<file path="src/rtl/udp_tx_wrr_scheduler_if.sv">
`default_nettype none
// ============================================================================
// Module   : udp_tx_wrr_scheduler_if
// Brief    : Requester/downstream handshake and grant bundle of the UDP TX WRR scheduler.
// Revision : 1.0 - initial release
// ============================================================================
interface udp_tx_wrr_scheduler_if #(
    parameter int S_COUNT      = 2,
    parameter int WEIGHT_WIDTH = 4
);
    localparam int c_idx_w = (S_COUNT > 1) ? $clog2(S_COUNT) : 1;

    logic [S_COUNT-1:0]              req;
    logic [S_COUNT*WEIGHT_WIDTH-1:0] weight;
    logic                            hdr_valid;
    logic                            hdr_ready;
    logic                            tvalid;
    logic                            tready;
    logic                            tlast;
    logic [S_COUNT-1:0]              grant;
    logic [c_idx_w-1:0]              grant_index;
    logic                            busy;
    logic                            timeout;

    // master = scheduler side, slave = requesters / mux side
    modport master (
        input  req, weight, hdr_valid, hdr_ready, tvalid, tready, tlast,
        output grant, grant_index, busy, timeout
    );

    modport slave (
        output req, weight, hdr_valid, hdr_ready, tvalid, tready, tlast,
        input  grant, grant_index, busy, timeout
    );
endinterface
`default_nettype wire

</file>
<file path="src/rtl/udp_tx_wrr_scheduler.sv">
`default_nettype none
// ============================================================================
// Module   : udp_tx_wrr_scheduler
// Brief    : Packet-level weighted round-robin grant for the shared UDP TX path.
//            Optional payload-stall watchdog: define UDP_TX_SCHED_TIMEOUT_EN.
// Revision : 1.0 - initial release
// ============================================================================
module udp_tx_wrr_scheduler #(
    parameter int S_COUNT        = 2,
    parameter int WEIGHT_WIDTH   = 4,
    parameter int TIMEOUT_CYCLES = 1024
) (
    input  logic                   clk,
    input  logic                   reset,
    udp_tx_wrr_scheduler_if.master bus
);
    localparam int c_idx_w = (S_COUNT > 1) ? $clog2(S_COUNT) : 1;

    localparam int       c_st_w       = 2;
    localparam bit [1:0] c_st_idle    = 2'd0;
    localparam bit [1:0] c_st_hdr     = 2'd1;
    localparam bit [1:0] c_st_payload = 2'd2;

    if (S_COUNT < 1 || S_COUNT > 16) begin : g_bad_s_count
        $error("udp_tx_wrr_scheduler: S_COUNT out of range");
    end
    if (TIMEOUT_CYCLES < 2) begin : g_bad_timeout
        $error("udp_tx_wrr_scheduler: TIMEOUT_CYCLES must be >= 2");
    end

    logic [c_st_w-1:0]       state_q, state_d;
    logic [c_idx_w-1:0]      ptr_q, ptr_d;
    logic [c_idx_w-1:0]      cur_q, cur_d;
    logic [WEIGHT_WIDTH-1:0] credit_q, credit_d;
    logic                    hold_q, hold_d;
    logic [S_COUNT-1:0]      grant_q, grant_d;
    logic [c_idx_w-1:0]      grant_index_q, grant_index_d;
    logic                    busy_q, busy_d;

    logic                    found;
    logic [c_idx_w-1:0]      search_idx;
    logic [c_idx_w:0]        cand;
    logic [WEIGHT_WIDTH-1:0] wsel;
    logic [WEIGHT_WIDTH-1:0] credit_dec;
    logic [c_idx_w-1:0]      ptr_next;
    logic                    take_hold;
    logic                    hdr_fire;
    logic                    beat;
    logic                    pkt_done;
    logic                    wd_expire;

    assign hdr_fire  = bus.hdr_valid & bus.hdr_ready;
    assign beat      = bus.tvalid & bus.tready;
    assign pkt_done  = beat & bus.tlast;
    assign take_hold = hold_q & bus.req[cur_q];
    assign ptr_next  = (cur_q == c_idx_w'(S_COUNT - 1)) ? '0 : cur_q + 1'b1;
    assign wsel      = bus.weight[WEIGHT_WIDTH*search_idx +: WEIGHT_WIDTH];
    assign credit_dec = (credit_q != '0) ? credit_q - 1'b1 : '0;

    // Rotating priority search starting at ptr_q, wrapping past S_COUNT-1.
    always_comb begin
        found      = 1'b0;
        search_idx = '0;
        cand       = '0;
        for (int i = 0; i < S_COUNT; i++) begin
            cand = {1'b0, ptr_q} + (c_idx_w + 1)'(i);
            if (cand >= (c_idx_w + 1)'(S_COUNT)) begin
                cand = cand - (c_idx_w + 1)'(S_COUNT);
            end
            if (!found && bus.req[cand[c_idx_w-1:0]]) begin
                found      = 1'b1;
                search_idx = cand[c_idx_w-1:0];
            end
        end
    end

    always_ff @(posedge clk or posedge reset) begin
        if (reset) begin
            state_q       <= c_st_idle;
            ptr_q         <= '0;
            cur_q         <= '0;
            credit_q      <= '0;
            hold_q        <= 1'b0;
            grant_q       <= '0;
            grant_index_q <= '0;
            busy_q        <= 1'b0;
        end else begin
            state_q       <= state_d;
            ptr_q         <= ptr_d;
            cur_q         <= cur_d;
            credit_q      <= credit_d;
            hold_q        <= hold_d;
            grant_q       <= grant_d;
            grant_index_q <= grant_index_d;
            busy_q        <= busy_d;
        end
    end

    always_comb begin
        state_d = state_q;
        case (state_q)
            c_st_idle:    if (take_hold || found) state_d = c_st_hdr;
            c_st_hdr:     if (hdr_fire) state_d = c_st_payload;
            c_st_payload: if (pkt_done || wd_expire) state_d = c_st_idle;
            default:      state_d = c_st_idle;
        endcase
    end

    always_comb begin
        ptr_d         = ptr_q;
        cur_d         = cur_q;
        credit_d      = credit_q;
        hold_d        = hold_q;
        grant_d       = grant_q;
        grant_index_d = grant_index_q;
        busy_d        = busy_q;
        case (state_q)
            c_st_idle: begin
                if (take_hold) begin
                    // Remaining credit carries over; weight is not re-sampled.
                    grant_d        = '0;
                    grant_d[cur_q] = 1'b1;
                    grant_index_d  = cur_q;
                    busy_d         = 1'b1;
                end else if (found) begin
                    cur_d               = search_idx;
                    credit_d            = (wsel == '0) ? WEIGHT_WIDTH'(1) : wsel;
                    grant_d             = '0;
                    grant_d[search_idx] = 1'b1;
                    grant_index_d       = search_idx;
                    busy_d              = 1'b1;
                end
            end
            c_st_payload: begin
                if (pkt_done) begin
                    grant_d  = '0;
                    busy_d   = 1'b0;
                    credit_d = credit_dec;
                    if (credit_dec != '0) begin
                        hold_d = 1'b1;
                    end else begin
                        hold_d = 1'b0;
                        ptr_d  = ptr_next;
                    end
                end else if (wd_expire) begin
                    grant_d  = '0;
                    busy_d   = 1'b0;
                    credit_d = '0;
                    hold_d   = 1'b0;
                    ptr_d    = ptr_next;
                end
            end
            default: ;
        endcase
    end

    assign bus.grant       = grant_q;
    assign bus.grant_index = grant_index_q;
    assign bus.busy        = busy_q;

`ifdef UDP_TX_SCHED_TIMEOUT_EN
    localparam int c_wd_w = $clog2(TIMEOUT_CYCLES + 1);

    logic [c_wd_w-1:0] wd_q, wd_d;
    logic              timeout_q, timeout_d;

    assign wd_expire = (state_q == c_st_payload) && !beat &&
                       (wd_q == c_wd_w'(TIMEOUT_CYCLES - 1));

    always_ff @(posedge clk or posedge reset) begin
        if (reset) begin
            wd_q      <= '0;
            timeout_q <= 1'b0;
        end else begin
            wd_q      <= wd_d;
            timeout_q <= timeout_d;
        end
    end

    always_comb begin
        wd_d      = wd_q;
        timeout_d = 1'b0;
        if (state_q == c_st_hdr && hdr_fire) begin
            wd_d = '0;
        end else if (state_q == c_st_payload) begin
            if (beat) begin
                wd_d = '0;
            end else if (wd_expire) begin
                wd_d      = '0;
                timeout_d = 1'b1;
            end else begin
                wd_d = wd_q + 1'b1;
            end
        end
    end

    assign bus.timeout = timeout_q;
`else
    assign wd_expire   = 1'b0;
    assign bus.timeout = 1'b0;
`endif

endmodule
`default_nettype wire

</file>
<file path="src/flat_wrapper.sv">
// flat-port wrapper written by rule: the top's interface ports become plain ports
module udp_tx_wrr_scheduler_flat 
#(
    parameter int S_COUNT        = 2,
    parameter int WEIGHT_WIDTH   = 4,
    parameter int TIMEOUT_CYCLES = 1024
)
  (clk, reset, bus_req, bus_weight, bus_hdr_valid, bus_hdr_ready, bus_tvalid, bus_tready, bus_tlast, bus_grant, bus_grant_index, bus_busy, bus_timeout);
  udp_tx_wrr_scheduler_if #(.S_COUNT(S_COUNT), .WEIGHT_WIDTH(WEIGHT_WIDTH)) bus_i ();
  input  logic clk;
  input  logic reset;
  input wire logic [$bits(bus_i.req)-1:0] bus_req;
  input wire logic [$bits(bus_i.weight)-1:0] bus_weight;
  input wire logic [$bits(bus_i.hdr_valid)-1:0] bus_hdr_valid;
  input wire logic [$bits(bus_i.hdr_ready)-1:0] bus_hdr_ready;
  input wire logic [$bits(bus_i.tvalid)-1:0] bus_tvalid;
  input wire logic [$bits(bus_i.tready)-1:0] bus_tready;
  input wire logic [$bits(bus_i.tlast)-1:0] bus_tlast;
  output wire logic [$bits(bus_i.grant)-1:0] bus_grant;
  output wire logic [$bits(bus_i.grant_index)-1:0] bus_grant_index;
  output wire logic [$bits(bus_i.busy)-1:0] bus_busy;
  output wire logic [$bits(bus_i.timeout)-1:0] bus_timeout;
  assign bus_i.req = bus_req;
  assign bus_i.weight = bus_weight;
  assign bus_i.hdr_valid = bus_hdr_valid;
  assign bus_i.hdr_ready = bus_hdr_ready;
  assign bus_i.tvalid = bus_tvalid;
  assign bus_i.tready = bus_tready;
  assign bus_i.tlast = bus_tlast;
  assign bus_grant = bus_i.grant;
  assign bus_grant_index = bus_i.grant_index;
  assign bus_busy = bus_i.busy;
  assign bus_timeout = bus_i.timeout;
  udp_tx_wrr_scheduler #(.S_COUNT(S_COUNT), .WEIGHT_WIDTH(WEIGHT_WIDTH), .TIMEOUT_CYCLES(TIMEOUT_CYCLES)) u_core (.clk(clk), .reset(reset), .bus(bus_i));
endmodule
</file>
<file path="config.mk">
export PLATFORM = sky130hd
export DESIGN_NAME = udp_tx_wrr_scheduler_flat
export DESIGN_NICKNAME = d
export VERILOG_FILES = /design/src/rtl/udp_tx_wrr_scheduler_if.sv /design/src/rtl/udp_tx_wrr_scheduler.sv /design/src/flat_wrapper.sv
export SDC_FILE = /design/constraint.sdc
export NUM_CORES = 1
export LEC_CHECK = 0
export ABC_AREA = 1
export CAP_MARGIN = 0
export CORE_MARGIN = 4
export CORE_UTILIZATION = 40
export DETAILED_ROUTE_END_ITERATION = 7
export PLACE_DENSITY = 0.66
export SLEW_MARGIN = 0
export SYNTH_ARGS = -nofsm -noshare
export SYNTH_HDL_FRONTEND = slang
export SYNTH_SLANG_ARGS = --single-unit
</file>
<file path="constraint.sdc">
create_clock -name clk -period 1.3 [get_ports clk]
set_input_delay 0.39 -clock clk [delete_from_list [all_inputs] [get_ports clk]]
set_output_delay 0.39 -clock clk [all_outputs]
set_load 0.01 [all_outputs]
</file>
==> flow_metrics.py <==
metrics = {
    "run_status": {
        "status": "finished, final reports clean",
    },
    "power": {
        "total_leakage_power_uw": 0.0005731,
        "clock_power_share_pct": 13.1,
        "fin_total_pwr_uw": 1949,
        "comb_power_share_pct": 49.7,
        "worst_ir_drop_vdd_v": 0.001067,
        "pwr_density_cell_mw_per_mm2": 1809,
        "sequentialPowerShare_pct": 37.2,
        "internal_power_uw": 1109,
        "power_switching_uw": 840.3,
        "power.share.switching_pct": 43.11,
    },
    "logic_synthesis": {
        "synth.yosys.seq_area_share_pct": 43.26,
        "postSynthNetCount": 125,
        "mappedNetlistArea_um2": 752.0,
        "synth_top_flop_cell": "sky130_fd_sc_hd__dfrtp_1",
        "synth_seq_cells": 13,
        "synthesis.area_per_instance_um2": 6.963,
        "yosys_warnings": 0,
        "synth_top_area_cell": "sky130_fd_sc_hd__dfrtp_1",
        "top_cells_by_area_synth": "sky130_fd_sc_hd__dfrtp_1, sky130_fd_sc_hd__nand2_1, sky130_fd_sc_hd__inv_1",
        "synth_edf_count": 0,
        "yosysTopAreaCellShare_pct": 43.26,
        "ys_top_cells_by_count": "sky130_fd_sc_hd__nand2_1, sky130_fd_sc_hd__inv_1, sky130_fd_sc_hd__dfrtp_1",
        "yosysUniqueCellTypes": 20,
        "cells_after_synth": 108,
        "yosys.cell_count.top_type": "sky130_fd_sc_hd__nand2_1",
        "ys_async_sr_fraction_pct": 100.0,
    },
    "clock_tree": {
        "post_cts.repair.setup_buffers": 0,
        "cts_buffers": 3,
        "h-tree-depth": 1,
        "cts.root.buffer_cell": "sky130_fd_sc_hd__clkbuf_4",
        "cts_max_path_buffers": 2,
        "clkSinkCount": 13,
        "cts.reportedPaths.clkPinSlew_ps": 80,
        "worstSkewPairLatency_ps": 280,
        "tritoncts": "yes",
    },
    "place": {
        "gp_congestion": 0.8298,
        "io_buffer_count": 20,
        "detailedPlacementHpwl_um": 1363,
        "placed_cells": 159,
    },
    "timing": {
        "max_freq_mhz": 809.5,
        "clock-skew-final_ps": 7.492,
        "finalHoldViolCount": 0,
        "fin_tns_setup_ps": 0,
        "fin_crit_ps": 1235,
        "unrepaired_setup_endpoints_after_global_routing": "true",
        "finalSetupViolations": 0,
        "report.final.slew_viol_count": 0,
        "post-route-period-util_pct": 95.02,
    },
    "finish": {
        "drive_gt1_share_pct": 22.46,
        "area_delta_synth_final_pct": 43.26,
        "design.final.nets": 156,
        "final_cells": 163,
        "antenna-diode-count": 0,
        "nFillCells": 167,
    },
    "critical_path": {
        "critPathSlowestCell": "sky130_fd_sc_hd__dfrtp_1",
        "reg2reg_slack_ps": 60,
        "timing.rr.end": "u_core.bus.grant_index",
        "critPathKind": "register to register",
        "worst_path_largest_cell_delay_ps": 420,
        "crit_required_ps": 1520,
        "cpMostUsedCell": "sky130_fd_sc_hd__nand2_1",
        "crit-reg2reg-launch": "u_core.cur_q",
        "cp-start-kind": "register",
        "setup.worst_path.end_class": "register",
        "cell_breakdown_of_the_critical_path": "inv_2 -> nor2_1 -> nor2_2 -> nand2_2 -> nand2_1 -> o21ai_1 -> or2_1 -> nand2_1",
        "timing.critical_path.arrival_ps": 1450,
        "r2r_cells": 8,
        "critPathMaxFanout": 4,
    },
    "global_routing": {
        "grt_first_pass_wirelength_um": 2870,
        "grt.total_usage_pct": 14.59,
        "grt_antenna_before_repair": 0,
        "pin_count_of_the_biggest_net_entering_global_routing": 14,
        "via_count_of_the_first_global_routing_pass": 716,
        "grt_overflow_total": 0,
    },
    "route": {
        "routed_wire_length_per_instance_um": 10.80,
        "post_drt_via_cell_ratio": 4.638,
        "dr.pass1.iters": 4,
        "post-route-drc-count": 0,
        "drt_iter0_drc": 10,
        "antenna_left": 0,
        "routed_wirelength_um": 1761,
        "vias": 756,
    },
    "floorplanning": {
        "die_height_um": 51.36,
        "dieWidth_um": 51.36,
        "die_area_mm2": 0.002638,
        "start_util_pct": 43.08,
        "fp-row-count": 15,
        "io_pins": 22,
        "coreArea_mm2": 0.001745,
    },
    "min_path": {
        "worst_hold_check_path_type": "input pin to async pin",
    },
    "flow_run": {
        "cap_viol_max_count": 0,
    },
}
-- sequential cells by signal (all words and copies together), names as in the netlist --
signal and cells:
u_core.credit_q 4, u_core.bus.grant 2, u_core.state_q 2, u_core.bus.busy 1
u_core.bus.grant_index 1, u_core.cur_q 1, u_core.hold_q 1, u_core.ptr_q 1
-- cells by family after synthesis --
logic type,Yosys count,share of synthesized area (%)
flip-flops,13,43.26
AO/OA/AOI/OAI,17,12.48
XOR/XNOR,1,1.165
AND/OR/NAND/NOR,57,32.61
other,1,0.4987
buffers and inverters,19,9.983
-- critical path, delay by kind of cell, from the launching register on --
kind / cells / cell delay [ps]
and+or+nand+nor: 6 / 630
DFF: 1 / 420
buffers and inverters: 1 / 70
AOI/OAI and AO/OA: 1 / 70
-- final cells by class --
cell class / count / area [um^2] / area share, %
timing repair buffer: 27 / 237.7 / 22.07
tap: 25 / 31.28 / 2.904
clock buffer: 4 / 26.28 / 2.439
sequential: 13 / 325.3 / 30.20
inverter: 18 / 67.56 / 6.272
multi-input combinational: 76 / 389.1 / 36.12
-- timing repair --
action / 4_1_cts / 5_1_grt
endpoints found under the setup margin: 11 / 13
pin swaps: 2 / 4
hold buffers: 0 / 0
gates resized for setup: 16 / 17
-- per-layer routing --
layer  vias to the layer above  global-route usage (%)  share of wire [%]
met4                         0                   7.860                2.4
met3                         5                   2.915                5.6
met2                        22                   22.88                 44
met5                         -                       0                  0
met1                       333                   18.66                 48
li1                        396                       -                  -
-- placed cells by master (no fill, tap or decap), drive strengths merged --
cell           Yosys  final
a21oi              7      7
a32o               1      1
buf                1      7
clkbuf             0      8
clkdlybuf4s50      0     11
conb               1      1
dfrtp             13     13
dlygate4sd2        0      2
dlymetal6s2s       0      3
inv               18     18
nand2             31     31
nand3              9      9
nand3b             1      1
nor2              13     13
nor3               1      1
o21ai              7      7
o21bai             1      1
o22ai              1      1
or2                2      2
xnor2              1      1
-- worst max path at each step --
stage,startpoint,end,slack [ps],cells after the start
2_1_floorplan,u_core.cur_q,u_core.credit_q[2],170,5
3_3_place_gp,bus_req[0],u_core.credit_q[3],-400,6
3_5_place_dp,bus_req[1],u_core.bus.grant_index,-380,8
4_1_cts,u_core.bus.grant[0],bus_grant[0],2,1
5_1_grt,u_core.cur_q,u_core.credit_q[1],-30,6
6_report,u_core.cur_q,u_core.bus.grant_index,60,8
-- power by group through the flow --
stage                     sequential (uW)  clock (uW)  combinational, uW
after floorplan                       709           0                600
after global placement                703           0                938
after detailed placement              709           0                948
after CTS                             708         261                948
after global routing                  748         286               1110
final                                 726         255                969
-- metrics by stage --
step / utilization [%] / cell area, um^2 / hold WS, ps / setup slack [ps]
final: 61.72 / 1077 / 385.5 / 64.69
after global routing: 61.72 / 1077 / 394.9 / -34.75
after CTS: 61.22 / 1069 / 388.7 / 1.561
after detailed placement: 58.92 / 1028 / 464.0 / -382.8
after global placement: 58.92 / 1028 / 464.0 / -401.0
after floorplan: - / 752.0 / 267.0 / 169.9
Power figures use the tool's default switching activity.
